[config.mk]
export PLATFORM = sky130hd
export DESIGN_NAME = bcd_countdown_timer
export DESIGN_NICKNAME = d
export VERILOG_FILES = /design/src/rtl/bcd_countdown_timer.sv
export SDC_FILE = /design/constraint.sdc
export NUM_CORES = 1
export LEC_CHECK = 0
export BUFFER_PORTS_ARGS = -buffer_cell sky130_fd_sc_hd__buf_2
export CAP_MARGIN = 15
export CORE_UTILIZATION = 56
export CTS_BUF_LIST = sky130_fd_sc_hd__clkbuf_8 sky130_fd_sc_hd__clkbuf_16
export CTS_CLUSTER_DIAMETER = 60
export DETAILED_ROUTE_END_ITERATION = 6
export PLACE_DENSITY = 0.84
export SYNTH_ARGS = -nofsm -noshare
export SYNTH_HDL_FRONTEND = slang
export SYNTH_SLANG_ARGS = --single-unit
[constraint.sdc]
create_clock -name clk -period 3.2 [get_ports clk]
set_input_delay 0.16 -clock clk [delete_from_list [all_inputs] [get_ports clk]]
set_output_delay 0.16 -clock clk [all_outputs]
set_load 0.05 [all_outputs]
[src/rtl/bcd_countdown_timer.sv]
// bcd_countdown_timer
// Two-digit BCD down-counter with a programmable prescaler and a
// start/pause/abort control FSM. Loads a 00-99 BCD preset, decrements once
// every PRESCALE clocks with decade borrow, and pulses done on reaching 00.
module bcd_countdown_timer #(
    parameter int unsigned PRESCALE = 4
) (
    input  logic       clk,
    input  logic       rst,
    input  logic       load,
    input  logic [7:0] load_val,
    input  logic       start,
    input  logic       pause,
    input  logic       abort,
    output logic [7:0] count,
    output logic [1:0] state,
    output logic       running,
    output logic       done,
    output logic       load_err
);

    localparam int unsigned PW = (PRESCALE > 1) ? $clog2(PRESCALE) : 1;
    localparam logic [PW-1:0] PRE_LAST = PW'(PRESCALE - 1);

    localparam logic [1:0] ST_IDLE   = 2'b00;
    localparam logic [1:0] ST_RUN    = 2'b01;
    localparam logic [1:0] ST_PAUSED = 2'b10;
    localparam logic [1:0] ST_DONE   = 2'b11;

    logic [1:0]    state_q, state_d;
    logic [7:0]    count_q, count_d;
    logic [PW-1:0] presc_q, presc_d;
    logic          done_q, done_d;
    logic          err_q, err_d;

    logic          load_ok;
    logic          tick;
    logic [7:0]    dec_val;

    assign load_ok = (load_val[7:4] <= 4'd9) && (load_val[3:0] <= 4'd9);
    assign tick    = (presc_q == PRE_LAST);

    // One-step BCD decrement with decade borrow (x0 -> (x-1)9)
    always_comb begin
        if (count_q[3:0] != 4'd0) begin
            dec_val = {count_q[7:4], count_q[3:0] - 4'd1};
        end else begin
            dec_val = {count_q[7:4] - 4'd1, 4'd9};
        end
    end

    // Next-state logic: abort > load > start > pause > decrement
    always_comb begin
        state_d = state_q;
        count_d = count_q;
        presc_d = presc_q;
        done_d  = 1'b0;
        err_d   = err_q;

        if (abort) begin
            state_d = ST_IDLE;
            count_d = '0;
            presc_d = '0;
            err_d   = 1'b0;
        end else begin
            case (state_q)
                ST_IDLE: begin
                    if (load) begin
                        if (load_ok) begin
                            count_d = load_val;
                            err_d   = 1'b0;
                        end else begin
                            err_d   = 1'b1;
                        end
                    end else if (start) begin
                        presc_d = '0;
                        if (count_q != 8'h00) begin
                            state_d = ST_RUN;
                        end else begin
                            state_d = ST_DONE;
                            done_d  = 1'b1;
                        end
                    end
                end
                ST_RUN, ST_PAUSED: begin
                    // Leaving PAUSED counts this cycle too, so each paused
                    // cycle costs exactly one cycle of extra latency.
                    if (pause) begin
                        state_d = ST_PAUSED;
                    end else begin
                        state_d = ST_RUN;
                        if (tick) begin
                            presc_d = '0;
                            count_d = dec_val;
                            if (dec_val == 8'h00) begin
                                state_d = ST_DONE;
                                done_d  = 1'b1;
                            end
                        end else begin
                            presc_d = presc_q + PW'(1);
                        end
                    end
                end
                ST_DONE: begin
                    if (load) begin
                        state_d = ST_IDLE;
                        if (load_ok) begin
                            count_d = load_val;
                            err_d   = 1'b0;
                        end else begin
                            err_d   = 1'b1;
                        end
                    end
                end
                default: begin
                    state_d = ST_IDLE;
                end
            endcase
        end
    end

    // State registers with asynchronous active-high reset
    always_ff @(posedge clk or posedge rst) begin
        if (rst) begin
            state_q <= ST_IDLE;
            count_q <= '0;
            presc_q <= '0;
            done_q  <= 1'b0;
            err_q   <= 1'b0;
        end else begin
            state_q <= state_d;
            count_q <= count_d;
            presc_q <= presc_d;
            done_q  <= done_d;
            err_q   <= err_d;
        end
    end

    assign count    = count_q;
    assign state    = state_q;
    assign running  = (state_q == ST_RUN);
    assign done     = done_q;
    assign load_err = err_q;

endmodule

==> results.tsv, run 1 <==
metric	value	unit
run status	finished clean	
largest family of logic cells by synthesized area	simple AND/OR/NAND/NOR gates	
Syn Area/Cell	9.197	sq um
final wirelength	2528	um
CTS Buf Count	3	
Starting Density	60.07	%
synthesized area	1049	sq um
Max FO, Critical Path	19	
HP Class	input pin to flip-flop	
leading cell type in the layout, fill and taps excluded	buf_2	
Fillers	151	
Reg-to-Reg Start	state[0]$_DFFE_PP0P_	
sequential cell fraction of total power	23.1	%
vias in the first global route	878	
initial antenna violation count	0	
Syn-to-layout area delta	16.95	%
Cell Int Power	665.8	uW
dpl hpwl	1858	um
row count	15	
VDD IR max	865.4	uV
Inserted Diodes	0	
die height	45.27	um
XOR/XNOR Fraction of Synth Area	0	%
Clk Latency, worst-skew pair	250	ps
RSZ-0062 raised after global routing	false	
CTS Sinks	14	
Worst-Margin Slew	651.6	ps
via/cell ratio	5.982	
fin cells	166	
first-pass GRT wire length	3995	um
power per cell area	1206	nW/um^2
area share of fa/ha/maj cells after synthesis	7.160	%
yosys warns	0	
max-slew violation count	0	
Sequential cell area	350.3	sq um
commonest non-fill, non-tap cells in the layout	buf_2 (26), dfrtp_1 (14), inv_1 (9)	
Net Switching	813.1	uW
Simple-Gate Fraction of Synth Area	22.67	%
Comb power frac	67.0	%
Post-layout nets	163	
Final TNS setup	0	ps
placed cell count	162	
ys flop type	dfrtp_1	
Crit Path Class	flip-flop to flip-flop	
sequential share of the synthesized area	33.41	%
IO Count	27	
cells after synthesis	114	
H-tree depth	1	
unique cell type count in the Yosys netlist	36	
Die Area	2049	sq um
clock slew at reported path FFs	60	ps
remaining global-route overflow	0	
core area	1745	sq um
crit path launch type	flip-flop	
CP Capture Type	flip-flop	
cell breakdown of the critical path	inv_1, ha_1, nand2b_2, a222oi_1, buf_4, nor2_2, mux2_1	
Synth async-reset ratio	100.0	%
Slew headroom	56.56	%
LEAKAGE	0.5779	nW
WP buf/inv	2	
Setup violations, final	0	
Post-Route Skew	0.3459	ps
Top Family by Delay on Critical Path	adder cells	
drt drc	0	
Max-Cap Viols	0	
WP data required	3330	ps
CTS max path bufs	2	
Port Buf Inserts	26	
Final Hold Fails	0	
Crit path largest cell delay	710	ps
post-cts resize count	0	
DR pass1 iterations	4	
Max Freq	433.5	MHz
DIE WIDTH	45.27	um
complex-gate fraction of the synthesized area	20.64	%
Crit-path slowest cell	ha_1	
Final ANT Viol Nets	0	
worst path arrival time	2440	ps
root buf cell	clkbuf_8	
Iter 0 DRT Violations	43	
area of the multi-input gates	621.8	sq um
Hold Crit Start	pause	
worst setup path startpoint	state[0]$_DFFE_PP0P_	
net count of the mapped netlist	134	
EDFF count, synth	0	
routed wire length per instance	15.23	um
routed via count	993	
gr usage total	28.30	%
post-synthesis mux area share	8.831	%
Tcrit/Tclk final	72.09	%
Yosys reg bits	14	
Clk network pwr share	9.9	%
Sw Share	54.98	%
CTS tree	yes	
largest net degree at the start of global routing	20	
Final min period	2307	ps
GP Congestion	0.8908	
layout cells sized above 1	26.95	%
==> logic make-up after synthesis <==
family / Yosys count
fa+ha+maj: 6
compound gates: 31
simple gates: 41
buf+inv: 13
mux: 9
flops: 14
==> through the flow <==
stage | cell area (sq um) | setup slack, ps | hold slack [ps] | power (mW) | util [%]
6_report | 1226 | 893.0 | 176.5 | 1.479 | 70.25
5_1_grt | 1226 | 758.1 | 176.8 | 1.579 | 70.25
4_1_cts | 1226 | 937.8 | 177.8 | 1.467 | 70.25
3_5_place_dp | 1175 | 955.0 | 229.4 | 1.317 | 67.31
3_3_place_gp | 1175 | 1022 | 225.1 | 1.288 | 67.31
2_1_floorplan | 1049 | 702.0 | 49.22 | 1.162 | -
==> cell usage after synthesis, types with 3 or more instances <==
library cell	instances	area, sq um
nor2b_1	6	37.54
mux2i_1	7	70.07
dfrtp_1	14	350.3
a31oi_1	3	18.77
nor2_1	7	26.28
o2bb2ai_1	7	61.31
nand2_1	7	26.28
ha_1	6	75.07
o21ai_0	6	30.03
inv_1	9	33.78
a21oi_1	4	20.02
nor3_1	5	25.02
==> worst paths after layout <==
kind	to	slack, ps	cells past startpoint
min in group asynchronous	load_err$_DFFE_PP0P_	510	3
worst max register to register	count[6]$_DFFE_PP0P_	890	7
worst min register to register	load_err$_DFFE_PP0P_	540	2
max in group asynchronous	count[1]$_DFFE_PP0P_	2330	3
worst min-delay path	done$_DFF_PP0_	180	2
worst max-delay path	count[6]$_DFFE_PP0P_	890	7
==> power by group through the flow <==
stage | clock [mW] | combinational (mW) | sequential, mW
2_1_floorplan | 0 | 0.625 | 0.537
3_3_place_gp | 0 | 0.956 | 0.332
3_5_place_dp | 0 | 0.976 | 0.341
4_1_cts | 0.147 | 0.982 | 0.338
5_1_grt | 0.156 | 1.07 | 0.352
6_report | 0.146 | 0.992 | 0.342
==> layout make-up <==
type | instances | share of cell area (%)
Multi-Input combinational cell | 87 | 50.71
Inverter | 9 | 2.755
Clock buffer | 3 | 3.367
Tap cell | 25 | 2.551
Sequential cell | 14 | 28.57
Timing Repair Buffer | 28 | 12.04
==> layer usage <==
| metal | routed length, um | GRT usage [%] |
|---|---|---|
| met1 | 1160 | 36.87 |
| met2 | 1187 | 46.38 |
| met3 | 156 | 6.000 |
| met4 | 24 | 9.697 |
| met5 | 0 | 0 |
==> registers in the layout (all words and copies together) (netlist names) <==
signal and cells:
count 8, state 2, load_err 1, done 1, presc_q 2
==> repair_timing <==
item                                    in CTS  in global routing
endpoints found under the setup margin       0                  0
setup buffers                                0                  0
hold endpoints to repair                    14                  0
hold buffers                                 1                  0
No activity file was read; power rests on OpenSTA's default activity.
==> run 2, diff against run 1 <==
--- a/config.mk
+++ b/config.mk
@@ -7,11 +7,11 @@
 export LEC_CHECK = 0
 export BUFFER_PORTS_ARGS = -buffer_cell sky130_fd_sc_hd__buf_2
 export CAP_MARGIN = 15
-export CORE_UTILIZATION = 56
+export CORE_UTILIZATION = 52
 export CTS_BUF_LIST = sky130_fd_sc_hd__clkbuf_8 sky130_fd_sc_hd__clkbuf_16
 export CTS_CLUSTER_DIAMETER = 60
 export DETAILED_ROUTE_END_ITERATION = 6
-export PLACE_DENSITY = 0.84
+export PLACE_DENSITY = 0.79
 export SYNTH_ARGS = -nofsm -noshare
 export SYNTH_HDL_FRONTEND = slang
 export SYNTH_SLANG_ARGS = --single-unit
==> constraint.sdc (replaced) <==
create_clock -name clk -period 2.3 [get_ports clk]
set_input_delay 0.115 -clock clk [delete_from_list [all_inputs] [get_ports clk]]
set_output_delay 0.115 -clock clk [all_outputs]
set_load 0.05 [all_outputs]
==> results.tsv, run 2 (synthesis gave the netlist of run 1 again) <==
metric	value	unit
leading cell type in the layout, fill and taps excluded	buf_2	
routed wire length per instance	15.55	um
Worst-Margin Slew	575.0	ps
Die Area	2200	sq um
H-tree depth	1	
Setup violations, final	0	
initial antenna violation count	0	
Inserted Diodes	0	
CTS tree	yes	
Setup Buffers After CTS	0	
drt drc	0	
Setup WS post-layout	363.2	ps
worst hold path stage count	2	
WP data required	2430	ps
core area	1802	sq um
DIE WIDTH	46.91	um
GP Congestion	0.8834	
grt met1 use	37.14	%
Clk Latency, worst-skew pair	250	ps
CTS Sinks	14	
CP Capture Type	flip-flop	
layout cells sized above 1	31.69	%
gr usage total	27.33	%
CTS max path bufs	2	
commonest non-fill, non-tap cells in the layout	buf_2 (26), dfrtp_1 (12)	
met3 GRT Util	4.615	%
Final min period	1937	ps
Crit Path Class	flip-flop to flip-flop	
met2 GRT Util	44.17	%
vias in the first global route	907	
Max Freq	516.3	MHz
worst path arrival time	2070	ps
die height	46.91	um
Slew headroom	61.35	%
pre-CTS WS	396.0	ps
crit path launch type	flip-flop	
Max-Cap Viols	0	
Hold Crit Start	pause	
Starting Density	58.19	%
Post-layout nets	163	
row count	15	
Final Hold Fails	0	
root buf cell	clkbuf_8	
RSZ-0062 raised after global routing	false	
Final ANT Viol Nets	0	
via/cell ratio	5.982	
VDD IR max	885.9	uV
power per cell area	1725	nW/um^2
Hold WS	127.7	ps
RR Endpoint	count[6]$_DFFE_PP0P_	
Comb power frac	66.5	%
Final TNS setup	0	ps
Cell Int Power	1.033	mW
FF-to-FF path depth	6	
Net Switching	1.147	mW
HP Class	input pin to flip-flop	
Crit-path slowest cell	dfrtp_2	
Syn-to-layout area delta	20.52	%
DR pass1 iterations	4	
max-slew violation count	0	
gr busiest metal	met2	
IO Count	27	
Max FO, Critical Path	19	
Post-Route Skew	3.850	ps
sequential cell fraction of total power	22.3	%
number of flip-flops under the largest register name	8	
Clk network pwr share	11.2	%
largest net degree at the start of global routing	20	
Tcrit/Tclk final	84.21	%
hold endpoint	done$_DFF_PP0_	
first-pass GRT wire length	4202	um
run status	finished clean	
Iter 0 DRT Violations	36	
CTS Buf Count	3	
final wirelength	2597	um
dpl hpwl	1937	um
r2r setup slk	360	ps
remaining global-route overflow	0	
cell breakdown of the critical path	inv_2, ha_4, nand2b_4, a222oi_1, nor2_2, mux2_4	
clock slew at reported path FFs	60	ps
Port Buf Inserts	26	
routed via count	999	
Sw Share	52.60	%
Reg-to-Reg Start	state[1]$_DFFE_PP0P_	
Crit path largest cell delay	430	ps
LEAKAGE	0.5893	nW
[run 2: cell count changes in the layout (fill, tap and decap cells not counted)]
| cell | before | now |
|---|---|---|
| dfrtp_1 | 14 | 12 |
| dfrtp_2 | 0 | 2 |
| inv_1 | 9 | 7 |
| inv_2 | 0 | 2 |
| clkbuf_8 | 3 | 4 |
| ha_1 | 6 | 5 |
| ha_4 | 0 | 1 |
| mux2_1 | 1 | 0 |
| mux2_4 | 0 | 1 |
| nand2b_2 | 1 | 0 |
| nand2b_4 | 0 | 1 |
[run 2: per-stage QoR]
step | util, % | instance area, sq um | power [mW] | cells
after floorplan | - | 1072 | 1.676 | 114
after global placement | 66.53 | 1199 | 1.873 | 162
after detailed placement | 66.53 | 1199 | 1.913 | 162
after CTS | 70.14 | 1264 | 2.175 | 167
after global routing | 70.14 | 1264 | 2.325 | 167
final | 70.14 | 1264 | 2.180 | 167
[run 2: layout make-up]
cell class	instances	area, sq um
fill	147	538.0
sequential	14	352.8
tap	25	31.28
clock buffer	4	55.05
multi-input combinational	87	643.1
inverter	9	33.78
timing repair buffer	28	147.6
[run 2: what timing repair did]
action | in CTS | in global routing
hold endpoints to repair | 14 | 0
hold buffers | 1 | 0
resized for setup | 0 | 0
[run 2: power by group through the flow]
stage	clock [mW]	sequential, mW	combinational (mW)
floorplan	0	0.754	0.922
global placement	0	0.476	1.40
detailed placement	0	0.485	1.43
CTS	0.249	0.481	1.44
global route	0.259	0.505	1.56
finish	0.244	0.487	1.45
[run 2: critical path, delay by kind of cell (launching register included)]
family	cells	cell delay [ps]
multiplexers	1	320
AND/OR/NAND/NOR	2	330
buffers and inverters	1	90
adder cells (fa/ha/maj)	1	270
AO/OA/AOI/OAI	1	380
flip-flops	1	430
[run 2: how the worst max path moves through the flow]
| stage | start | end | slack (ps) | cells past startpoint |
|---|---|---|---|---|
| finish | state[1]$_DFFE_PP0P_ | count[6]$_DFFE_PP0P_ | 360 | 6 |
| CTS | state[1]$_DFFE_PP0P_ | count[6]$_DFFE_PP0P_ | 360 | 6 |
| detailed placement | state[1]$_DFFE_PP0P_ | count[6]$_DFFE_PP0P_ | 400 | 6 |
| floorplan | state[1]$_DFFE_PP0P_ | count[6]$_DFFE_PP0P_ | 10 | 7 |
| global route | state[1]$_DFFE_PP0P_ | count[2]$_DFFE_PP0P_ | 260 | 7 |
| global placement | state[1]$_DFFE_PP0P_ | count[6]$_DFFE_PP0P_ | 470 | 6 |
[run 2: metal layers]
metal	vias to the layer above	part of all wire, %
met2	52	48
met1	468	42
met5	-	0
li1	473	-
met3	6	8.1
met4	0	1.3
